## config.mk

```make
export PLATFORM = sky130hd
export DESIGN_NAME = pipe_ctrl_unit_flat
export DESIGN_NICKNAME = d
export VERILOG_FILES = /design/src/rtl/pipe_ctrl_pkg.sv /design/src/rtl/pipe_ctrl_unit_if.sv /design/src/rtl/pipe_ctrl_decode.sv /design/src/rtl/pipe_ctrl_unit.sv /design/src/flat_wrapper.sv
export SDC_FILE = /design/constraint.sdc
export NUM_CORES = 1
export LEC_CHECK = 0
export CAP_MARGIN = 20
export CORE_MARGIN = 1
export CORE_UTILIZATION = 43
export CTS_CLUSTER_SIZE = 14
export DETAILED_ROUTE_END_ITERATION = 8
export PLACE_DENSITY_LB_ADDON = 0.08
export SLEW_MARGIN = 20
export SYNTH_ARGS = -nofsm -noshare
export SYNTH_HDL_FRONTEND = slang
export SYNTH_HIERARCHICAL = 1
export SYNTH_SLANG_ARGS = --single-unit
```

## constraint.sdc

```tcl
create_clock -name clk -period 2.8 [get_ports clk]
set_input_delay 0.28 -clock clk [delete_from_list [all_inputs] [get_ports clk]]
set_output_delay 0.28 -clock clk [all_outputs]
set_load 0.01 [all_outputs]
```

## src/rtl/pipe_ctrl_pkg.sv

```systemverilog
// Shared constants, control-bundle types and helpers for the MIPS pipeline control unit.
// Optional immediate ALU ops are enabled by PIPE_CTRL_IMM_EN (see pipe_ctrl_decode).
package pipe_ctrl_pkg;

   localparam int XLEN    = 32;
   localparam int ALUOP_W = 5;
   localparam int CNT_W   = 16;

   localparam logic [5:0] OP_RTYPE = 6'b000000;
   localparam logic [5:0] OP_LW    = 6'b100011;
   localparam logic [5:0] OP_SW    = 6'b101011;
   localparam logic [5:0] OP_BEQ   = 6'b000100;
   localparam logic [5:0] OP_BNE   = 6'b000101;
   localparam logic [5:0] OP_J     = 6'b000010;
   localparam logic [5:0] OP_ADDI  = 6'b001000;
   localparam logic [5:0] OP_ANDI  = 6'b001100;
   localparam logic [5:0] OP_ORI   = 6'b001101;
   localparam logic [5:0] OP_SLTI  = 6'b001010;

   localparam logic [5:0] FN_ADD = 6'b100000;
   localparam logic [5:0] FN_SUB = 6'b100010;
   localparam logic [5:0] FN_AND = 6'b100100;
   localparam logic [5:0] FN_OR  = 6'b100101;
   localparam logic [5:0] FN_SLT = 6'b101010;

   localparam logic [ALUOP_W-1:0] ALU_ADD = 5'b00001;
   localparam logic [ALUOP_W-1:0] ALU_SUB = 5'b00010;
   localparam logic [ALUOP_W-1:0] ALU_AND = 5'b00100;
   localparam logic [ALUOP_W-1:0] ALU_SLT = 5'b01000;
   localparam logic [ALUOP_W-1:0] ALU_OR  = 5'b10000;
   localparam logic [ALUOP_W-1:0] ALU_NOP = 5'b11111;

   typedef struct packed {
      logic               reg_dst;
      logic               alu_src;
      logic [ALUOP_W-1:0] alu_op;
   } ex_ctrl_t;

   typedef struct packed {
      logic bne;
      logic beq;
      logic mem_read;
      logic mem_write;
   } m_ctrl_t;

   typedef struct packed {
      logic reg_write;
      logic mem_to_reg;
   } wb_ctrl_t;

   typedef enum logic [1:0] {
      PC_SEL_PC4    = 2'd0,
      PC_SEL_BRANCH = 2'd1,
      PC_SEL_JUMP   = 2'd2
   } pc_sel_e;

   // Performance counters stick at all ones instead of wrapping.
   function automatic logic [CNT_W-1:0] sat_inc(input logic [CNT_W-1:0] value);
      logic [CNT_W-1:0] result;
      if (&value) begin
         result = value;
      end else begin
         result = value + {{(CNT_W-1){1'b0}}, 1'b1};
      end
      return result;
   endfunction

endpackage

```

## src/rtl/pipe_ctrl_unit_if.sv

```systemverilog
// Datapath <-> control-unit signal bundle; the datapath is the master, the control unit the slave.
interface pipe_ctrl_unit_if;
   import pipe_ctrl_pkg::*;

   logic [XLEN-1:0]      id_inst;
   logic                 id_valid;
   logic [XLEN-1:0]      id_pc4;
   logic                 ex_zero;

   logic [2+ALUOP_W-1:0] ex_ctrl;
   logic [3:0]           ex_m_ctrl;
   logic [1:0]           ex_wb_ctrl;
   logic [1:0]           mem_m_ctrl;
   logic [1:0]           mem_wb_ctrl;
   logic [1:0]           wb_wb_ctrl;
   logic                 pc_write;
   logic                 ifid_write;
   logic                 ifid_flush;
   logic [1:0]           pc_sel;
   logic [XLEN-1:0]      jump_target;
   logic                 illegal;
   logic [CNT_W-1:0]     stall_cnt;
   logic [CNT_W-1:0]     flush_cnt;

   modport master (
      output id_inst, id_valid, id_pc4, ex_zero,
      input  ex_ctrl, ex_m_ctrl, ex_wb_ctrl, mem_m_ctrl, mem_wb_ctrl, wb_wb_ctrl,
      input  pc_write, ifid_write, ifid_flush, pc_sel, jump_target, illegal,
      input  stall_cnt, flush_cnt
   );

   modport slave (
      input  id_inst, id_valid, id_pc4, ex_zero,
      output ex_ctrl, ex_m_ctrl, ex_wb_ctrl, mem_m_ctrl, mem_wb_ctrl, wb_wb_ctrl,
      output pc_write, ifid_write, ifid_flush, pc_sel, jump_target, illegal,
      output stall_cnt, flush_cnt
   );

endinterface

```

## src/rtl/pipe_ctrl_decode.sv

```systemverilog
// Pure combinational decoder for the ID-stage instruction.
// PIPE_CTRL_IMM_EN enables ADDI/ANDI/ORI/SLTI; otherwise those opcodes decode as illegal.
module pipe_ctrl_decode
   import pipe_ctrl_pkg::*;
(
   input  logic [5:0] i_op,
   input  logic [5:0] i_funct,
   input  logic       i_valid,
   output ex_ctrl_t   o_ex,
   output m_ctrl_t    o_m,
   output wb_ctrl_t   o_wb,
   output logic       o_illegal,
   output logic       o_uses_rs,
   output logic       o_uses_rt,
   output logic       o_is_jump
);

`ifdef PIPE_CTRL_IMM_EN
   localparam bit IMM_EN = 1'b1;
`else
   localparam bit IMM_EN = 1'b0;
`endif

   ex_ctrl_t w_ex;
   m_ctrl_t  w_m;
   wb_ctrl_t w_wb;
   logic     w_bad;
   logic     w_rt_use;
   logic     w_jump;

   // Raw opcode/funct decode, before bubble and illegal masking.
   always_comb begin
      w_ex     = '0;
      w_m      = '0;
      w_wb     = '0;
      w_bad    = 1'b0;
      w_rt_use = 1'b0;
      w_jump   = 1'b0;
      case (i_op)
         OP_RTYPE: begin
            w_ex.reg_dst    = 1'b1;
            w_wb.reg_write  = 1'b1;
            w_rt_use        = 1'b1;
            case (i_funct)
               FN_ADD:  w_ex.alu_op = ALU_ADD;
               FN_SUB:  w_ex.alu_op = ALU_SUB;
               FN_AND:  w_ex.alu_op = ALU_AND;
               FN_SLT:  w_ex.alu_op = ALU_SLT;
               FN_OR:   w_ex.alu_op = ALU_OR;
               default: w_bad       = 1'b1;
            endcase
         end
         OP_LW: begin
            w_ex.alu_src    = 1'b1;
            w_ex.alu_op     = ALU_ADD;
            w_wb.reg_write  = 1'b1;
            w_wb.mem_to_reg = 1'b1;
            w_m.mem_read    = 1'b1;
         end
         OP_SW: begin
            w_ex.alu_src    = 1'b1;
            w_ex.alu_op     = ALU_ADD;
            w_m.mem_write   = 1'b1;
            w_rt_use        = 1'b1;
         end
         OP_BEQ: begin
            w_m.beq         = 1'b1;
            w_ex.alu_op     = ALU_SUB;
            w_rt_use        = 1'b1;
         end
         OP_BNE: begin
            w_m.bne         = 1'b1;
            w_ex.alu_op     = ALU_SUB;
            w_rt_use        = 1'b1;
         end
         OP_J: begin
            w_jump          = 1'b1;
         end
         OP_ADDI, OP_ANDI, OP_ORI, OP_SLTI: begin
            if (IMM_EN) begin
               w_ex.alu_src   = 1'b1;
               w_wb.reg_write = 1'b1;
               case (i_op)
                  OP_ADDI: w_ex.alu_op = ALU_ADD;
                  OP_ANDI: w_ex.alu_op = ALU_AND;
                  OP_ORI:  w_ex.alu_op = ALU_OR;
                  default: w_ex.alu_op = ALU_SLT;
               endcase
            end else begin
               w_bad = 1'b1;
            end
         end
         default: begin
            w_bad = 1'b1;
         end
      endcase
   end

   // Bubbles become all-zero NOPs; undecoded instructions keep only ALU_NOP.
   always_comb begin
      o_ex      = '0;
      o_m       = '0;
      o_wb      = '0;
      o_illegal = 1'b0;
      if (!i_valid) begin
         o_ex = '0;
      end else if (w_bad) begin
         o_ex.alu_op = ALU_NOP;
         o_illegal   = 1'b1;
      end else begin
         o_ex = w_ex;
         o_m  = w_m;
         o_wb = w_wb;
      end
   end

   // A jump's rs field is part of its target, so it never consumes a register.
   assign o_uses_rs = i_valid & ~w_jump;
   assign o_uses_rt = i_valid & w_rt_use;
   assign o_is_jump = i_valid & w_jump;

endmodule

```

## src/rtl/pipe_ctrl_unit.sv

```systemverilog
// Pipeline control unit: ID/EX, EX/MEM, MEM/WB control registers, hazard/redirect logic, counters.
// Optional immediate ALU ops via PIPE_CTRL_IMM_EN (handled inside pipe_ctrl_decode).
module pipe_ctrl_unit
   import pipe_ctrl_pkg::*;
(
   input  logic             clk,
   input  logic             rst_n,
   pipe_ctrl_unit_if.slave  bus
);

   ex_ctrl_t         w_dec_ex;
   m_ctrl_t          w_dec_m;
   wb_ctrl_t         w_dec_wb;
   logic             w_illegal;
   logic             w_uses_rs;
   logic             w_uses_rt;
   logic             w_is_jump;

   logic [4:0]       w_id_rs;
   logic [4:0]       w_id_rt;
   logic             w_taken;
   logic             w_stall;
   logic             w_jump;
   logic             w_bubble;
   logic             w_pc_write;
   logic             w_ifid_write;
   logic             w_ifid_flush;
   pc_sel_e          w_pc_sel;

   ex_ctrl_t         r_ex_ctrl;
   m_ctrl_t          r_ex_m;
   wb_ctrl_t         r_ex_wb;
   logic [4:0]       r_ex_rt;
   logic [1:0]       r_mem_m;
   wb_ctrl_t         r_mem_wb;
   wb_ctrl_t         r_wb_wb;
   logic [CNT_W-1:0] r_stall_cnt;
   logic [CNT_W-1:0] r_flush_cnt;

   pipe_ctrl_decode u_decode (
      .i_op      (bus.id_inst[31:26]),
      .i_funct   (bus.id_inst[5:0]),
      .i_valid   (bus.id_valid),
      .o_ex      (w_dec_ex),
      .o_m       (w_dec_m),
      .o_wb      (w_dec_wb),
      .o_illegal (w_illegal),
      .o_uses_rs (w_uses_rs),
      .o_uses_rt (w_uses_rt),
      .o_is_jump (w_is_jump)
   );

   assign w_id_rs = bus.id_inst[25:21];
   assign w_id_rt = bus.id_inst[20:16];

   // Hazard and redirect detection; a taken branch makes everything younger wrong-path.
   always_comb begin
      w_taken  = (r_ex_m.beq & bus.ex_zero) | (r_ex_m.bne & ~bus.ex_zero);
      w_stall  = ~w_taken & r_ex_m.mem_read & (r_ex_rt != 5'd0)
               & ((w_uses_rs & (r_ex_rt == w_id_rs)) | (w_uses_rt & (r_ex_rt == w_id_rt)));
      w_jump   = ~w_taken & w_is_jump;
      w_bubble = w_taken | w_stall;
   end

   // PC / IF-ID steering, in priority order branch > stall > jump.
   always_comb begin
      w_pc_write   = 1'b1;
      w_ifid_write = 1'b1;
      w_ifid_flush = 1'b0;
      w_pc_sel     = PC_SEL_PC4;
      if (w_taken) begin
         w_ifid_flush = 1'b1;
         w_pc_sel     = PC_SEL_BRANCH;
      end else if (w_stall) begin
         w_pc_write   = 1'b0;
         w_ifid_write = 1'b0;
      end else if (w_jump) begin
         w_ifid_flush = 1'b1;
         w_pc_sel     = PC_SEL_JUMP;
      end else begin
         w_pc_sel     = PC_SEL_PC4;
      end
   end

   // Stage registers: ID/EX takes decode or a bubble, later stages always advance.
   always_ff @(posedge clk or negedge rst_n) begin
      if (!rst_n) begin
         r_ex_ctrl <= '0;
         r_ex_m    <= '0;
         r_ex_wb   <= '0;
         r_ex_rt   <= 5'd0;
         r_mem_m   <= 2'b00;
         r_mem_wb  <= '0;
         r_wb_wb   <= '0;
      end else begin
         if (w_bubble) begin
            r_ex_ctrl <= '0;
            r_ex_m    <= '0;
            r_ex_wb   <= '0;
            r_ex_rt   <= 5'd0;
         end else begin
            r_ex_ctrl <= w_dec_ex;
            r_ex_m    <= w_dec_m;
            r_ex_wb   <= w_dec_wb;
            r_ex_rt   <= w_id_rt;
         end
         r_mem_m  <= {r_ex_m.mem_read, r_ex_m.mem_write};
         r_mem_wb <= r_ex_wb;
         r_wb_wb  <= r_mem_wb;
      end
   end

   // Saturating stall and flush event counters.
   always_ff @(posedge clk or negedge rst_n) begin
      if (!rst_n) begin
         r_stall_cnt <= '0;
         r_flush_cnt <= '0;
      end else begin
         if (w_stall) begin
            r_stall_cnt <= sat_inc(r_stall_cnt);
         end else begin
            r_stall_cnt <= r_stall_cnt;
         end
         if (w_taken | w_jump) begin
            r_flush_cnt <= sat_inc(r_flush_cnt);
         end else begin
            r_flush_cnt <= r_flush_cnt;
         end
      end
   end

   assign bus.ex_ctrl     = r_ex_ctrl;
   assign bus.ex_m_ctrl   = r_ex_m;
   assign bus.ex_wb_ctrl  = r_ex_wb;
   assign bus.mem_m_ctrl  = r_mem_m;
   assign bus.mem_wb_ctrl = r_mem_wb;
   assign bus.wb_wb_ctrl  = r_wb_wb;
   assign bus.pc_write    = w_pc_write;
   assign bus.ifid_write  = w_ifid_write;
   assign bus.ifid_flush  = w_ifid_flush;
   assign bus.pc_sel      = w_pc_sel;
   assign bus.jump_target = {bus.id_pc4[31:28], bus.id_inst[25:0], 2'b00};
   assign bus.illegal     = w_illegal;
   assign bus.stall_cnt   = r_stall_cnt;
   assign bus.flush_cnt   = r_flush_cnt;

endmodule

```

## src/flat_wrapper.sv

```systemverilog
// flat-port wrapper written by rule: the top's interface ports become plain ports
module pipe_ctrl_unit_flat import pipe_ctrl_pkg::*;
  (clk, rst_n, bus_id_inst, bus_id_valid, bus_id_pc4, bus_ex_zero, bus_ex_ctrl, bus_ex_m_ctrl, bus_ex_wb_ctrl, bus_mem_m_ctrl, bus_mem_wb_ctrl, bus_wb_wb_ctrl, bus_pc_write, bus_ifid_write, bus_ifid_flush, bus_pc_sel, bus_jump_target, bus_illegal, bus_stall_cnt, bus_flush_cnt);
  pipe_ctrl_unit_if bus_i ();
  input  logic clk;
  input  logic rst_n;
  input wire logic [$bits(bus_i.id_inst)-1:0] bus_id_inst;
  input wire logic [$bits(bus_i.id_valid)-1:0] bus_id_valid;
  input wire logic [$bits(bus_i.id_pc4)-1:0] bus_id_pc4;
  input wire logic [$bits(bus_i.ex_zero)-1:0] bus_ex_zero;
  output wire logic [$bits(bus_i.ex_ctrl)-1:0] bus_ex_ctrl;
  output wire logic [$bits(bus_i.ex_m_ctrl)-1:0] bus_ex_m_ctrl;
  output wire logic [$bits(bus_i.ex_wb_ctrl)-1:0] bus_ex_wb_ctrl;
  output wire logic [$bits(bus_i.mem_m_ctrl)-1:0] bus_mem_m_ctrl;
  output wire logic [$bits(bus_i.mem_wb_ctrl)-1:0] bus_mem_wb_ctrl;
  output wire logic [$bits(bus_i.wb_wb_ctrl)-1:0] bus_wb_wb_ctrl;
  output wire logic [$bits(bus_i.pc_write)-1:0] bus_pc_write;
  output wire logic [$bits(bus_i.ifid_write)-1:0] bus_ifid_write;
  output wire logic [$bits(bus_i.ifid_flush)-1:0] bus_ifid_flush;
  output wire logic [$bits(bus_i.pc_sel)-1:0] bus_pc_sel;
  output wire logic [$bits(bus_i.jump_target)-1:0] bus_jump_target;
  output wire logic [$bits(bus_i.illegal)-1:0] bus_illegal;
  output wire logic [$bits(bus_i.stall_cnt)-1:0] bus_stall_cnt;
  output wire logic [$bits(bus_i.flush_cnt)-1:0] bus_flush_cnt;
  assign bus_i.id_inst = bus_id_inst;
  assign bus_i.id_valid = bus_id_valid;
  assign bus_i.id_pc4 = bus_id_pc4;
  assign bus_i.ex_zero = bus_ex_zero;
  assign bus_ex_ctrl = bus_i.ex_ctrl;
  assign bus_ex_m_ctrl = bus_i.ex_m_ctrl;
  assign bus_ex_wb_ctrl = bus_i.ex_wb_ctrl;
  assign bus_mem_m_ctrl = bus_i.mem_m_ctrl;
  assign bus_mem_wb_ctrl = bus_i.mem_wb_ctrl;
  assign bus_wb_wb_ctrl = bus_i.wb_wb_ctrl;
  assign bus_pc_write = bus_i.pc_write;
  assign bus_ifid_write = bus_i.ifid_write;
  assign bus_ifid_flush = bus_i.ifid_flush;
  assign bus_pc_sel = bus_i.pc_sel;
  assign bus_jump_target = bus_i.jump_target;
  assign bus_illegal = bus_i.illegal;
  assign bus_stall_cnt = bus_i.stall_cnt;
  assign bus_flush_cnt = bus_i.flush_cnt;
  pipe_ctrl_unit u_core (.clk(clk), .rst_n(rst_n), .bus(bus_i));
endmodule
```

Word-level counts from Yosys, hierarchy flattened
Cells that the tools add are included.
- register bits after elaboration: 56
- output and inout port bits: 89
- word-level logic and storage cells: 97
- add/sub/neg operators: 2
- equality and inequality tests: 12
- muxes and demuxes: 34
- bitwise gates (word level): 20
- reduce and logical (&&, ||, !) cells: 12
- operator list (operator ; count):
    $eq A6 B6 Y1 const B ; 7
    $add A16 B1 Y16 const B ; 2
    $reduce_and A16 Y1 ; 2
    $pmux W5 S5 ; 1
    $mux W1 ; 17
    $pmux W5 S3 ; 1
    $mux W2 ; 7
    $mux W7 ; 2
    $eq A6 B3 Y1 const B ; 2
    $mux W4 ; 3
    $and A1 B1 Y1 ; 11
    $eq A5 B5 Y1 ; 2
    $mux W5 ; 2
    $reduce_or A5 Y1 ; 2
    $eq A6 B2 Y1 const B ; 1
    $logic_not A6 Y1 ; 1
    $reduce_or A2 Y1 ; 3
    $not A1 Y1 ; 5
    $reduce_bool A5 Y1 ; 1
    $or A1 B1 Y1 ; 4
    $reduce_and A2 Y1 ; 2
    $reduce_or A4 Y1 ; 1
    $pmux W1 S2 ; 1

Logic depth before layout (Yosys ltp)
- depth in word-level cells: 9
- gate-level depth with buffers: 9
- gate-level depth less buffers: 8

Hierarchy
Netlist, hierarchy kept.
- modules (own cells, without submodules) (module ; times used ; cells an instance ; area each (um^2) ; sequential area each (um^2)):
    pipe_ctrl_unit ; 1 ; 240 ; 2702.6 ; 1401.3
    pipe_ctrl_decode ; 1 ; 47 ; 281.5 ; 0.0

Least setup slack after synthesis
Ideal clock, no wire load.
- path type: input to register
- start point: input bus_id_inst[31]
- end point: register u_core.r_flush_cnt[15], in the netlist u_core/bus.flush_cnt[15]
- library setup time: 127 ps
- data arrival time: 1864 ps
- data required time: 2673 ps
- path slack: 808 ps
- cell stages on the path: 7
- buffers on the path: 0
- cell sequence: or3_1 -> nor3_1 -> and3_1 -> o2111ai_1 -> a311oi_1 -> nand3_1 -> xnor2_1
- cells in the longest elaborated chain, start to end: 6
- ends and longest elaborated chain (item ; line ; RTL):
    start, declared ; flat_wrapper.sv:7 ; input wire logic [$bits(bus_i.id_inst)-1:0] bus_id_inst;
    $eq A6 B2 Y1 ; pipe_ctrl_decode.sv:39 ; case (i_op)
    $mux W1 ; pipe_ctrl_decode.sv:39 ;
    $and A1 B1 Y1 ; pipe_ctrl_decode.sv:120 ; assign o_is_jump = i_valid & w_jump;
    net u_core.w_is_jump ; pipe_ctrl_unit.sv:17 ; logic w_is_jump;
    $and A1 B1 Y1 ; pipe_ctrl_unit.sv:61 ; w_jump = ~w_taken & w_is_jump;
    $or A1 B1 Y1 ; pipe_ctrl_unit.sv:124 ; if (w_taken | w_jump) begin
    $reduce_and A2 Y1 (no line) ; - ;
    end signal, assigned ; pipe_ctrl_unit.sv:125 ; r_flush_cnt <= sat_inc(r_flush_cnt);
    end signal, assigned ; pipe_ctrl_unit.sv:127 ; r_flush_cnt <= r_flush_cnt;
    end, declared ; pipe_ctrl_unit.sv:38 ; logic [CNT_W-1:0] r_flush_cnt;
The timed path passes the listed nets, and every way through them passes these cells.
A chain may end at the register's enable or synchronous reset.

Worst setup path after layout
- start point: input bus_id_inst[28]
- end point: output bus_ifid_flush
- cells in the longest elaborated chain, start to end: 9
- ends and longest elaborated chain (item ; line ; RTL):
    $eq A6 B3 Y1 (tied with other cells) ; pipe_ctrl_decode.sv:39 ;
    $reduce_or A4 Y1 (no line) (*) ; - ;
    $mux W1 (*) ; pipe_ctrl_decode.sv:39 ;
    $and A1 B1 Y1 (*) ; pipe_ctrl_decode.sv:119 ; assign o_uses_rt = i_valid & w_rt_use;
    net u_core.w_uses_rt ; pipe_ctrl_unit.sv:16 ; logic w_uses_rt;
    $and A1 B1 Y1 (*) ; pipe_ctrl_unit.sv:60 ; & ((w_uses_rs & (r_ex_rt == w_id_rs)) | (w_uses_rt & (r_ex_rt == w_id_rt)));
    $or A1 B1 Y1 (*) ; pipe_ctrl_unit.sv:60 ;
    $and A1 B1 Y1 (*) ; pipe_ctrl_unit.sv:60 ;
    $mux W1 (*) ; pipe_ctrl_unit.sv:74 ; end else if (w_stall) begin
    $mux W1 (*) ; pipe_ctrl_unit.sv:71 ; if (w_taken) begin
    end, declared ; flat_wrapper.sv:19 ; output wire logic [$bits(bus_i.ifid_flush)-1:0] bus_ifid_flush;
The timed path passes the listed nets; every way through them passes the cells marked *.

==> flow_metrics.env <==
export IMPL_status="finished clean"
export IMPL_clock_fmax_mhz=380
export IMPL_yosysUniqueCellTypes=45
export IMPL_reg2reg_setup_slack_ps=750
export IMPL_setup_tns_ps=0
export IMPL_part_of_the_power_in_the_clock_network_pct=28.6
export IMPL_hold_class="flop to flop"
export IMPL_power_density_cell_area_nw_per_um2=379
export IMPL_power_share_sequential_pct=55.7
export IMPL_timing_final_hold_violations=0
export IMPL_clock_tree_htree_level_count=2
export IMPL_final_min_clock_period_ps=2630
export IMPL_yosys_warnings=6
export IMPL_most_common_layout_cells="clkdlybuf4s50_1, dfrtp_1, xnor2_1"
export IMPL_ios=157
export IMPL_synth_cells=287
export IMPL_power_internal_mw=1.17
export IMPL_detail_route_drc_violations=0
export IMPL_category_of_the_worst_setup_path_launch_point="input port"
export IMPL_timing_hold_ws_ps=392
export IMPL_multiInputGateArea_um2=1330
export IMPL_power_net_switching_uw=367
export IMPL_setup_worst_path_start="bus_id_inst[28]"
export IMPL_design_final_nets=442
export IMPL_critical_path_required_ps=2520
export IMPL_ordered_list_of_cells_on_the_worst_path="clkdlybuf4s50_1 -> nand3b_1 -> nor3_2 -> and2_1 -> or2_2 -> nand2_1 -> o22ai_4 -> nand2_1 -> a21o_1 -> clkdlybuf4s50_1"
export IMPL_drv_slew=0
export IMPL_cp_max_fo=3
export IMPL_post_cts_buffers=0
export IMPL_timing_rr_end="u_core/bus.stall_cnt[1]$_DFFE_PN0P_"
export IMPL_worst_setup_path_endpoint="bus_ifid_flush"
export IMPL_setup_viol_count_final=0
export IMPL_post_route_util_pct=62.0
export IMPL_most_common_library_cell_in_the_layout_ignoring_fill_and_taps="clkdlybuf4s50_1"
export IMPL_diodes=0
export IMPL_detailedRoute_firstIterationViolations=88
export IMPL_clk_pin_slew_worst_paths_ps=90
export IMPL_r2r_cells=6
export IMPL_cts_root_buffer_cell="clkbuf_8"
export IMPL_number_of_storage_elements_in_the_synthesis_netlist=56
export IMPL_fillCellCount=546
export IMPL_setup_worst_path_end_class="output port"
export IMPL_syn_area_per_cell_um2=10.4
export IMPL_fp_row_count=29
export IMPL_synth_largest_type_area_fraction_pct=47.0
export IMPL_area_of_the_die_um2=7280
export IMPL_worst_slew_pin_transition_ps=592
export IMPL_drtPass1Iterations=4
export IMPL_cts_buffers=5
export IMPL_seq_total_area_yosys_pct=47.0
export IMPL_die_w_um=85.3
export IMPL_drtAntennaViolNets=0
export IMPL_dieHeight_um=85.3
export IMPL_grt_pass1_wl_um=10000
export IMPL_io_buffers=98
export IMPL_timing_max_slew_rel_slack_pct=60.2
export IMPL_worst_slack_ps=166
export IMPL_async_reset_ff_share_pct=100
export IMPL_clkLatencyLatePin_ps=300
export IMPL_worst_path_largest_cell_delay_ps=550
export IMPL_wire_per_inst_um=13.8
export IMPL_place_area_um2=3900
export IMPL_grt_max_degree=28
export IMPL_synth_ff_type="dfrtp_1"
export IMPL_cts_buffer_depth=2
export IMPL_finish_cell_count_without_fillers=450
export IMPL_syn2layout_area_growth_pct=35.8
export IMPL_initial_core_util_pct=45.7
export IMPL_worst_clock_skew_ps=5.68
export IMPL_slowest_stage="clkdlybuf4s50_1"
export IMPL_comb_power_share_pct=15.7
export IMPL_synth_edff_count=0
export IMPL_synth_top_area_cell="dfrtp_1"
export IMPL_fraction_of_layout_instances_using_a_drive_strength_above_1_pct=11.0
export IMPL_synth_area_um2=2980
export IMPL_core_region_area_um2=6530
export IMPL_hpwlAfterDp_um=4780
export IMPL_groute_usage_overall_pct=17.4
export IMPL_viasPerCell=5.11
export IMPL_rsz0062_at_grt="false"
export IMPL_post_place_cells=441
export IMPL_place_gp_congestion=0.875
export IMPL_switching_share_pct=23.9
export IMPL_dp_slack_ps=-24.0
export IMPL_grt_antenna_before_repair=0
export IMPL_regArea_um2=1400
export IMPL_worst_setup_path_type="input port to output port"
export IMPL_wirelength_um=6220
export IMPL_synth_top_area_cells="dfrtp_1, xnor2_1, buf_4"
export IMPL_first_global_vias=2188
export IMPL_total_power_mw=1.54
export IMPL_drv_max_cap_violation_count=0
export IMPL_vdd_ir_drop_worst_v=0.000166
export IMPL_timing_final_crit_share_pct=94.1
export IMPL_leakage_power_nw=1.73
export IMPL_post_route_cell_area_um2=4050
export IMPL_tritoncts="built"
export IMPL_crit_arrival_ps=2350
export IMPL_route_vias_total=2301
export IMPL_grt_overflow_total=0
export IMPL_clock_sink_count=56
export IMPL_regToRegStartpoint="u_core/bus.stall_cnt[0]$_DFFE_PN0P_"
==> synthesized netlist by cell type, drive strengths merged (3+ instances only) <==
library cell	count
nand3b	3
a31oi	4
nand2	18
xor2	4
inv	5
o22ai	4
and2	22
nor4	3
mux2	4
a21oi	8
nand4	14
nand2b	3
and3	8
nand3	13
nor3	9
dfrtp	56
buf	35
xnor2	33
nor2	13
==> cell type report <==
cell class | count | area share (%)
flip-flops and latches | 56 | 34.6
multi-input cells | 189 | 32.8
repair buffers | 114 | 27.4
well taps | 77 | 2.38
clock buffers | 8 | 2.22
inverters | 6 | 0.556
==> worst max-delay path, delay by kind of cell <==
| family | cells | cell delay [ps] |
|---|---|---|
| buffers and inverters | 2 | 1020 |
| AND/OR/NAND/NOR | 6 | 840 |
| AO/OA/AOI/OAI | 2 | 200 |
==> what timing repair did <==
| action | in CTS | in global routing |
|---|---|---|
| pin swaps | 0 | 2 |
| hold buffers | 1 | 0 |
| endpoints found under the hold margin | 13 | 0 |
| endpoints found under the setup margin | 2 | 4 |
| resized for setup | 2 | 10 |
==> layer usage <==
layer	routed length, um	GRT usage (%)	vias up
li1	-	-	1131
met1	2780	22.2	1086
met2	3110	30.3	75
met3	216	1.46	9
met4	117	7.42	0
met5	0	0	-
==> power by group through the flow <==
stage,logic (mW),clock network (mW),registers [mW]
after floorplan,0.112,0,0.880
final,0.240,0.440,0.856
after CTS,0.240,0.462,0.856
after detailed placement,0.236,0,0.873
after global routing,0.261,0.492,0.860
after global placement,0.233,0,0.872
==> registers in the layout (all words and copies together) (netlist names) <==
signal / flops
u_core/bus.mem_m_ctrl: 2
u_core/bus.mem_wb_ctrl: 2
u_core/bus.ex_m_ctrl: 4
u_core/bus.ex_wb_ctrl: 2
u_core/r_ex_rt: 5
u_core/bus.ex_ctrl: 7
u_core/bus.wb_wb_ctrl: 2
u_core/bus.stall_cnt: 16
u_core/bus.flush_cnt: 16
==> cells by family after synthesis <==
| logic type | synth area share (%) |
|---|---|
| compound gates | 7.51 |
| xor+xnor | 10.9 |
| fa+ha+maj | 0.838 |
| buf+inv | 9.81 |
| flops | 47.0 |
| mux | 1.76 |
| other cells | 0.126 |
| simple gates | 22.1 |
==> worst min-delay path by stage <==
| stage | endpoint | slack (ps) | from | cells past startpoint |
|---|---|---|---|---|
| 5_1_grt | u_core/bus.wb_wb_ctrl[1]$_DFF_PN0_ | 410 | u_core/bus.mem_wb_ctrl[1]$_DFF_PN0_ | 0 |
| 2_1_floorplan | u_core/bus.ex_ctrl[0]$_DFF_PN0_ | -20 | rst_n | 0 |
| 6_report | u_core/bus.mem_wb_ctrl[0]$_DFF_PN0_ | 390 | u_core/bus.ex_wb_ctrl[0]$_DFF_PN0_ | 0 |
| 3_3_place_gp | u_core/bus.flush_cnt[14]$_DFFE_PN0P_ | 200 | rst_n | 1 |
| 4_1_cts | u_core/bus.mem_wb_ctrl[0]$_DFF_PN0_ | 390 | u_core/bus.ex_wb_ctrl[0]$_DFF_PN0_ | 0 |
| 3_5_place_dp | u_core/bus.flush_cnt[14]$_DFFE_PN0P_ | 200 | rst_n | 1 |
(Power assumes the default switching activity.)
